**config.mk**
```make
export PLATFORM = sky130hd
export DESIGN_NAME = change_dispenser
export DESIGN_NICKNAME = d
export VERILOG_FILES = /design/src/rtl/change_dispenser.sv
export SDC_FILE = /design/constraint.sdc
export NUM_CORES = 1
export LEC_CHECK = 0
export ABC_AREA = 1
export BUFFER_PORTS_ARGS = -buffer_cell sky130_fd_sc_hd__buf_2
export CAP_MARGIN = 20
export CORE_ASPECT_RATIO = 0.8
export CORE_MARGIN = 1
export CORE_UTILIZATION = 58
export CTS_CLUSTER_DIAMETER = 30
export CTS_CLUSTER_SIZE = 8
export DETAILED_ROUTE_END_ITERATION = 8
export GPL_ROUTABILITY_DRIVEN = 0
export PLACE_DENSITY_LB_ADDON = 0.2
export SKIP_LAST_GASP = 1
export SYNTH_ARGS = -nofsm -noshare
export SYNTH_HDL_FRONTEND = slang
export SYNTH_SLANG_ARGS = --single-unit
export TNS_END_PERCENT = 5
```
**constraint.sdc**
```tcl
create_clock -name clk -period 7 [get_ports clk]
set_input_delay 2.1 -clock clk [delete_from_list [all_inputs] [get_ports clk]]
set_output_delay 2.1 -clock clk [all_outputs]
set_load 0.02 [all_outputs]
```
**src/rtl/change_dispenser.sv**
```systemverilog
// change_dispenser: splits a cent amount into dollar/quarter/dime eject pulses.
// Each coin is a PULSE_CYC-cycle high pulse followed by GAP_CYC low cycles.
// Optional feature macro: CHANGE_DISPENSER_COIN_COUNT_EN adds cumulative
// per-coin eject counters; without it cnt_* are tied to zero.
module change_dispenser #(
    parameter int PULSE_CYC = 4,
    parameter int GAP_CYC   = 4
) (
    input  logic        clk,
    input  logic        rst,
    input  logic        start,
    input  logic [15:0] change_in,
    output logic        busy,
    output logic        coin_dollar,
    output logic        coin_quarter,
    output logic        coin_dime,
    output logic        done,
    output logic [3:0]  residue,
    output logic [15:0] cnt_dollar,
    output logic [15:0] cnt_quarter,
    output logic [15:0] cnt_dime
);

    typedef enum logic [2:0] {IDLE, SELECT, PULSE, GAP, DONE} state_t;

    localparam logic [7:0] PULSE_LAST = 8'(PULSE_CYC - 1);
    localparam logic [7:0] GAP_LAST   = 8'(GAP_CYC - 1);

    state_t      state_q;
    logic [15:0] rem_q;
    logic [15:0] rem_d;
    logic [7:0]  phase_q;
    logic        busy_q, done_q;
    logic        dol_q, qtr_q, dim_q;
    logic [3:0]  residue_q;
    logic        pick_dol, pick_qtr, pick_dim, pick_any;

    // Coin choice by priority; quarters are only used on odd-five amounts
    // below 50 so that e.g. 40 becomes four dimes rather than stranding 15.
    always_comb begin
        pick_dol = (rem_q >= 16'd100);
        pick_qtr = !pick_dol && ((rem_q >= 16'd50) ||
                   ((rem_q >= 16'd25) && ((rem_q % 16'd10) == 16'd5)));
        pick_dim = !pick_dol && !pick_qtr && (rem_q >= 16'd10);
        pick_any = pick_dol | pick_qtr | pick_dim;
        rem_d    = rem_q;
        if (pick_dol)      rem_d = rem_q - 16'd100;
        else if (pick_qtr) rem_d = rem_q - 16'd25;
        else if (pick_dim) rem_d = rem_q - 16'd10;
    end

    // Main sequencer; all outputs are registered so a coin rises on the
    // cycle after SELECT and drops on the cycle after the last PULSE cycle.
    always_ff @(posedge clk or posedge rst) begin
        if (rst) begin
            state_q   <= IDLE;
            rem_q     <= '0;
            phase_q   <= '0;
            busy_q    <= 1'b0;
            done_q    <= 1'b0;
            dol_q     <= 1'b0;
            qtr_q     <= 1'b0;
            dim_q     <= 1'b0;
            residue_q <= '0;
        end else begin
            done_q <= 1'b0;
            case (state_q)
                IDLE: begin
                    if (start) begin
                        rem_q   <= change_in;
                        busy_q  <= 1'b1;
                        state_q <= SELECT;
                    end
                end
                SELECT: begin
                    phase_q <= '0;
                    if (pick_any) begin
                        rem_q   <= rem_d;
                        dol_q   <= pick_dol;
                        qtr_q   <= pick_qtr;
                        dim_q   <= pick_dim;
                        state_q <= PULSE;
                    end else begin
                        done_q    <= 1'b1;
                        residue_q <= rem_q[3:0];
                        state_q   <= DONE;
                    end
                end
                PULSE: begin
                    if (phase_q == PULSE_LAST) begin
                        phase_q <= '0;
                        dol_q   <= 1'b0;
                        qtr_q   <= 1'b0;
                        dim_q   <= 1'b0;
                        state_q <= GAP;
                    end else begin
                        phase_q <= phase_q + 8'd1;
                    end
                end
                GAP: begin
                    if (phase_q == GAP_LAST) begin
                        phase_q <= '0;
                        state_q <= SELECT;
                    end else begin
                        phase_q <= phase_q + 8'd1;
                    end
                end
                DONE: begin
                    busy_q  <= 1'b0;
                    state_q <= IDLE;
                end
                default: state_q <= IDLE;
            endcase
        end
    end

    assign busy         = busy_q;
    assign done         = done_q;
    assign coin_dollar  = dol_q;
    assign coin_quarter = qtr_q;
    assign coin_dime    = dim_q;
    assign residue      = residue_q;

`ifdef CHANGE_DISPENSER_COIN_COUNT_EN
    logic [15:0] cnt_dol_q, cnt_qtr_q, cnt_dim_q;
    logic        first_pulse;

    assign first_pulse = (state_q == PULSE) && (phase_q == 8'd0);

    // Count each coin once, on the first cycle of its pulse; wraps naturally.
    always_ff @(posedge clk or posedge rst) begin
        if (rst) begin
            cnt_dol_q <= '0;
            cnt_qtr_q <= '0;
            cnt_dim_q <= '0;
        end else if (first_pulse) begin
            if (dol_q) cnt_dol_q <= cnt_dol_q + 16'd1;
            if (qtr_q) cnt_qtr_q <= cnt_qtr_q + 16'd1;
            if (dim_q) cnt_dim_q <= cnt_dim_q + 16'd1;
        end
    end

    assign cnt_dollar  = cnt_dol_q;
    assign cnt_quarter = cnt_qtr_q;
    assign cnt_dime    = cnt_dim_q;
`else
    assign cnt_dollar  = '0;
    assign cnt_quarter = '0;
    assign cnt_dime    = '0;
`endif

endmodule

```
# [After elaboration in Yosys (flattened, before gate mapping)]
# Index checks and enable logic that the tools add are counted.
[op_classes] add_sub_neg=4 n_reduce_logical=18 n_lt_le_gt_ge=4 bitwise_logic=3 n_div=1 mux=24 eq_ne=11
[op_table] cell="$mux W16" n=5
[op_table] cell="$pmux W16 S2" n=1
[op_table] cell="$eq A16 B3 Y1 const B" n=1
[op_table] cell="$ge A16 B4 Y1 const B" n=1
[op_table] cell="$ge A16 B5 Y1 const B" n=1
[op_table] cell="$ge A16 B6 Y1 const B" n=1
[op_table] cell="$ge A16 B7 Y1 const B" n=1
[op_table] cell="$mod A16 B4 Y16 const B" n=1
[op_table] cell="$pmux W8 S2" n=1
[op_table] cell="$sub A16 B4 Y16 const B" n=1
[op_table] cell="$sub A16 B5 Y16 const B" n=1
[op_table] cell="$sub A16 B7 Y16 const B" n=1
[op_table] cell="$mux W3" n=4
[op_table] cell="$pmux W3 S4" n=1
[op_table] cell="$add A8 B1 Y8 const B" n=1
[op_table] cell="$eq A8 B2 Y1 const B" n=1
[op_table] cell="$mux W8" n=1
[op_table] cell="$ne A2 B2 Y1 const B" n=4
[op_table] cell="$pmux W1 S2" n=4
[op_table] cell="$reduce_bool A2 Y1" n=4
[op_table] cell="$mux W1" n=7
[op_table] cell="$eq A3 B2 Y1 const B" n=2
[op_table] cell="$reduce_and A3 Y1" n=2
[op_table] cell="$logic_and A1 B1 Y1" n=4
[op_table] cell="11 further kinds" n=14
[totals] input_bits=19 regBits=36

# [Logic depth before layout (Yosys ltp)]
[depth] ltp_word=13 mapped_depth=68

# [Least setup slack after synthesis]
# Ideal clock, no wire load.
[synth_path] path_type="reg2reg" startpoint="register rem_q[14]" endpoint="register rem_q[6]" arrival_ns=4.855 setup_ns=0.117 slack_ns=2.028 required_ns=6.883 stages_incl_launch_ff=63 path_cell_list="dfrtp_1 inv_2 nand2_1 nor2_2 inv_2 nand3_1 nand3_2 nand2_2 nand2_1 nand2_1 nand3_2 nand2_2 nand2_2 nand2_1 nand2_2 nand2_1 nand2_1 nand2_1 [... 27 more ...] nand2_4 nand3_2 nand2_1 nand3_1 nand2_2 nand3_1 nand2_1 nand2_1 nor2_1 nand3_2 nand2_4 nand2_4 nand2_1 nand2_1 nand2_1 nand3_1 nand2_1 nand2_1"
[synth_via] elab_chain_len=11
[synth_rtl] element="start: declaration" line_no="30" rtl="logic [15:0] rem_q;"
[synth_rtl] element="start signal: assignment" line_no="70" rtl="rem_q <= change_in;"
[synth_rtl] element="start signal: assignment" line_no="78" rtl="rem_q <= rem_d;"
[synth_rtl] element="$mod A16 B4 Y16" line_no="43" rtl="((rem_q >= 16'd25) && ((rem_q % 16'd10) == 16'd5)));"
[synth_rtl] element="$eq A16 B3 Y1" line_no="43"
[synth_rtl] element="$logic_and A1 B1 Y1" line_no="43"
[synth_rtl] element="$logic_or A1 B1 Y1" line_no="42" rtl="pick_qtr = !pick_dol && ((rem_q >= 16'd50) ||"
[synth_rtl] element="$logic_and A1 B1 Y1" line_no="42"
[synth_rtl] element="$logic_not A1 Y1" line_no="44" rtl="pick_dim = !pick_dol && !pick_qtr && (rem_q >= 16'd10);"
[synth_rtl] element="$logic_and A1 B1 Y1 (2 in series)" line_no="44"
[synth_rtl] element="$or A1 B1 Y1" line_no="45" rtl="pick_any = pick_dol | pick_qtr | pick_dim;"
[synth_rtl] element="$ne A2 B2 Y1 (no line)"
[synth_rtl] element="$reduce_and A4 Y1 (no line)"
# Several ways; a longest one is shown, not always the timed one. The select of a mux whose other input is x is not followed.
# A chain may end at the register's enable or synchronous reset.

# [Final worst setup path]
[layout_path] startpoint="register rem_q[15]" endpoint="register rem_q[14]"
# Same word-level chain as after synthesis.

==> impl_results.md <==
* Clock sink total at 36
* Largest net degree at the start of global routing at 37
* Worst-Margin Slew at 0.915 ns
* Die W at 96.9 um
* Initial antenna violation count at 0
* Critical path's slowest cell: dfrtp_1
* Final ANT Viol Nets at 0
* Layout Cells excl Fill at 754
* Rel. slew slack at 0.389
* Clk buf depth at 2
* Clk Latency, worst-skew pair at 0.30 ns
* Hold Path Class: reg -> reg
* Setup TNS at 0 ns
* Post-synth EDFFs at 0
* RSZ-0062 raised after global routing: no
* Post-CTS setup buffer count at 0
* Final hold vios at 0
* Cts bufs inserted at 5
* Initial Utilization at 0.603
* Number of global-route vias before repair at 3,769
* Max Clk Rate at 169 MHz
* DR vias at around 4,100
* Crit-path max cell delay at 0.47 ns
* Synth cell types at 43
* Final instance area at 0.00427 mm^2
* Nature of the critical path endpoint: flip-flop
* Post-synthesis cell area at between 0.004 and 0.005 mm^2
* Layout cells sized above 1 at 0.162
* Initial detailed-routing violation count at 362
* Post-synthesis sequential area ratio at 0.216
* Setup CP Type: reg -> reg
* MaxCap Viol Count at 0
* Fin crit share at 0.846
* Ys async rst share at 1.00
* Die area at about 0.0075 mm^2
* M1 wire length at 4600 um
* Outcome: complete, no violations
* Hold Startpoint: coin_dollar$_DFFE_PP0P_
* Most common cell after layout, fill and taps aside: nand2_1
* FF+latch count, synth at 36
* Drt wl/cell at ~13 um
* Place WS at roughly 1.2 ns
* Cell Rows at 27
* R2R cell count at 58
* Max VDD drop at 104 uV
* Post-route setup slack at 1.08 ns
* Aggregate routed wire length at 9800 um
* Placed Cells at 746
* # setup viols final at 0
* Hold path depth at 2
* Setup Skew at 0.00750 ns
* Post-Synthesis Cells at ~650
* Nets at 697
* Met3 WL at 596 um
* H-tree depth at 2
* # fillers at 644
* Core box area at 0.00693 mm^2
* Crit path DAT at 6.16 ns
* Reg2Reg Launch Point: rem_q[15]$_DFFE_PP0P_
* Die height at 77.9 um
* Pwr/cell area at 101 mW/mm^2
* WHS at 0.486 ns
* Pleak at 2.33 nW
* Most used cell, CP: nand2_1
* Drt pass-1 iters at 5
* Clk root buf: clkbuf_8
* Top FF cell, synth: dfrtp_1
* Synth Area per Inst at ~6.5 um^2
* CTS tree: built
* Avg Vias per Cell at 5.47
* First-pass GRT wire length at 17,000 um
* Post-layout min period at 5.92 ns
* Hold_buf cts at 0
* Crit path launch: rem_q[15]$_DFFE_PP0P_
* Commonest cells after routing, fill and taps aside: 159 x nand2_1, 71 x nand3_1, 62 x inv_1
* Post-CTS resize count at 0
* Yosys warning total at 0
* Top sig layer: met4
* Synth-to-layout area growth at 2.16%
* Final core utilization at 0.616
* Crit path max fanout at 9
* Crit path launch type: flip-flop
* I/O pins at between 70 and 80
* Power consumption at 0.430 mW
* # DRC at 0
* Port Buffers at 27
* HPWL after DPL at 7440 um
* Total GRT Usage at 0.271
* N_diodes at 0
* WP data required at 7.24 ns
* Slew Viols, Final at 0
* Clk pin slew, worst setup/hold paths at about 0.08 ns
* Placed inst area at 0.00416 mm^2
* GRT overflow at 0
* Metal2 WL at approximately 4500 um
==> power by group <==
| part | switching (mW) | internal (mW) | leakage, nW | total [mW] |
|---|---|---|---|---|
| sequential | 0 | 0.208 | 0.471 | 0.208 |
| combinational | 0.0285 | 0.00390 | 1.81 | 0.0324 |
| clock | 0.0841 | 0.105 | 0.0541 | 0.190 |
==> synth_stat cells (4+ instances only) <==
| cell type | n | share of area |
|---|---|---|
| nand2_1 | 159 | 0.14 |
| nand3_1 | 71 | 0.085 |
| inv_1 | 62 | 0.056 |
| buf_4 | 50 | 0.090 |
| nor2_1 | 49 | 0.044 |
| dfrtp_1 | 36 | 0.22 |
| nand2_2 | 22 | 0.033 |
| xor2_1 | 18 | 0.038 |
| nand4_1 | 17 | 0.025 |
| o21ai_0 | 17 | 0.020 |
| a21oi_1 | 16 | 0.019 |
| inv_2 | 16 | 0.014 |
| nand3_2 | 13 | 0.031 |
| ha_1 | 12 | 0.036 |
| nand2_4 | 10 | 0.027 |
| nor3_1 | 9 | 0.011 |
| o21ai_1 | 9 | 0.011 |
| o21a_1 | 8 | 0.014 |
| o211ai_1 | 6 | 0.011 |
| clkbuf_1 | 5 | 0.0045 |
| buf_6 | 4 | 0.011 |
==> layout make-up <==
class / count / area, um^2 / area share
inverter: 83 / 317 / 0.0742
multi-input combinational: 512 / 2690 / 0.630
timing repair buffer: 28 / 143 / 0.0334
clock buffer: 5 / 68.8 / 0.0161
tap: 87 / 109 / 0.0255
clock inverter: 3 / 42.5 / 0.00997
sequential: 36 / 901 / 0.211
==> state kept, by name, summed over array words and instances, names as in the netlist <==
name and flops:
done 1, busy 1, residue 4, phase_q 8, coin_quarter 1, coin_dollar 1
rem_q 16, state_q 3, coin_dime 1
==> metal layers <==
layer,GRT usage,vias up
li1,-,2050
met1,0.371,1902
met2,0.464,161
met3,0.0360,12
met4,0.0433,0
met5,0,-
==> cells by family (layout without fill, tap and decap cells) <==
group	after synthesis	after routing	synth area share
simple gates	360	360	0.415
buf+inv	144	119	0.183
compound gates	72	72	0.107
flops	36	36	0.216
xor+xnor	20	20	0.0419
fa+ha+maj	12	12	0.0359
other cells	1	48	0.000898
==> worst max-delay path: cells and delay by family (launching register included) <==
family / cells / cell delay, ns
AND/OR/NAND/NOR: 47 / 4.30
flip-flops: 1 / 0.47
AO/OA/AOI/OAI: 4 / 0.51
buffers and inverters: 7 / 0.52
==> path summary, 6_finish.rpt <==
path / end / slack [ns]
max: rem_q[14]$_DFFE_PP0P_ / 1.08
min: coin_dollar$_DFFE_PP0P_ / 0.49
max reg2reg: rem_q[14]$_DFFE_PP0P_ / 1.08
min reg2reg: coin_dollar$_DFFE_PP0P_ / 0.49
max in group asynchronous: coin_dime$_DFFE_PP0P_ / 4.77
min in group asynchronous: phase_q[1]$_DFFE_PP0P_ / 1.90
Note: power is estimated with default switching activity, not from simulation.
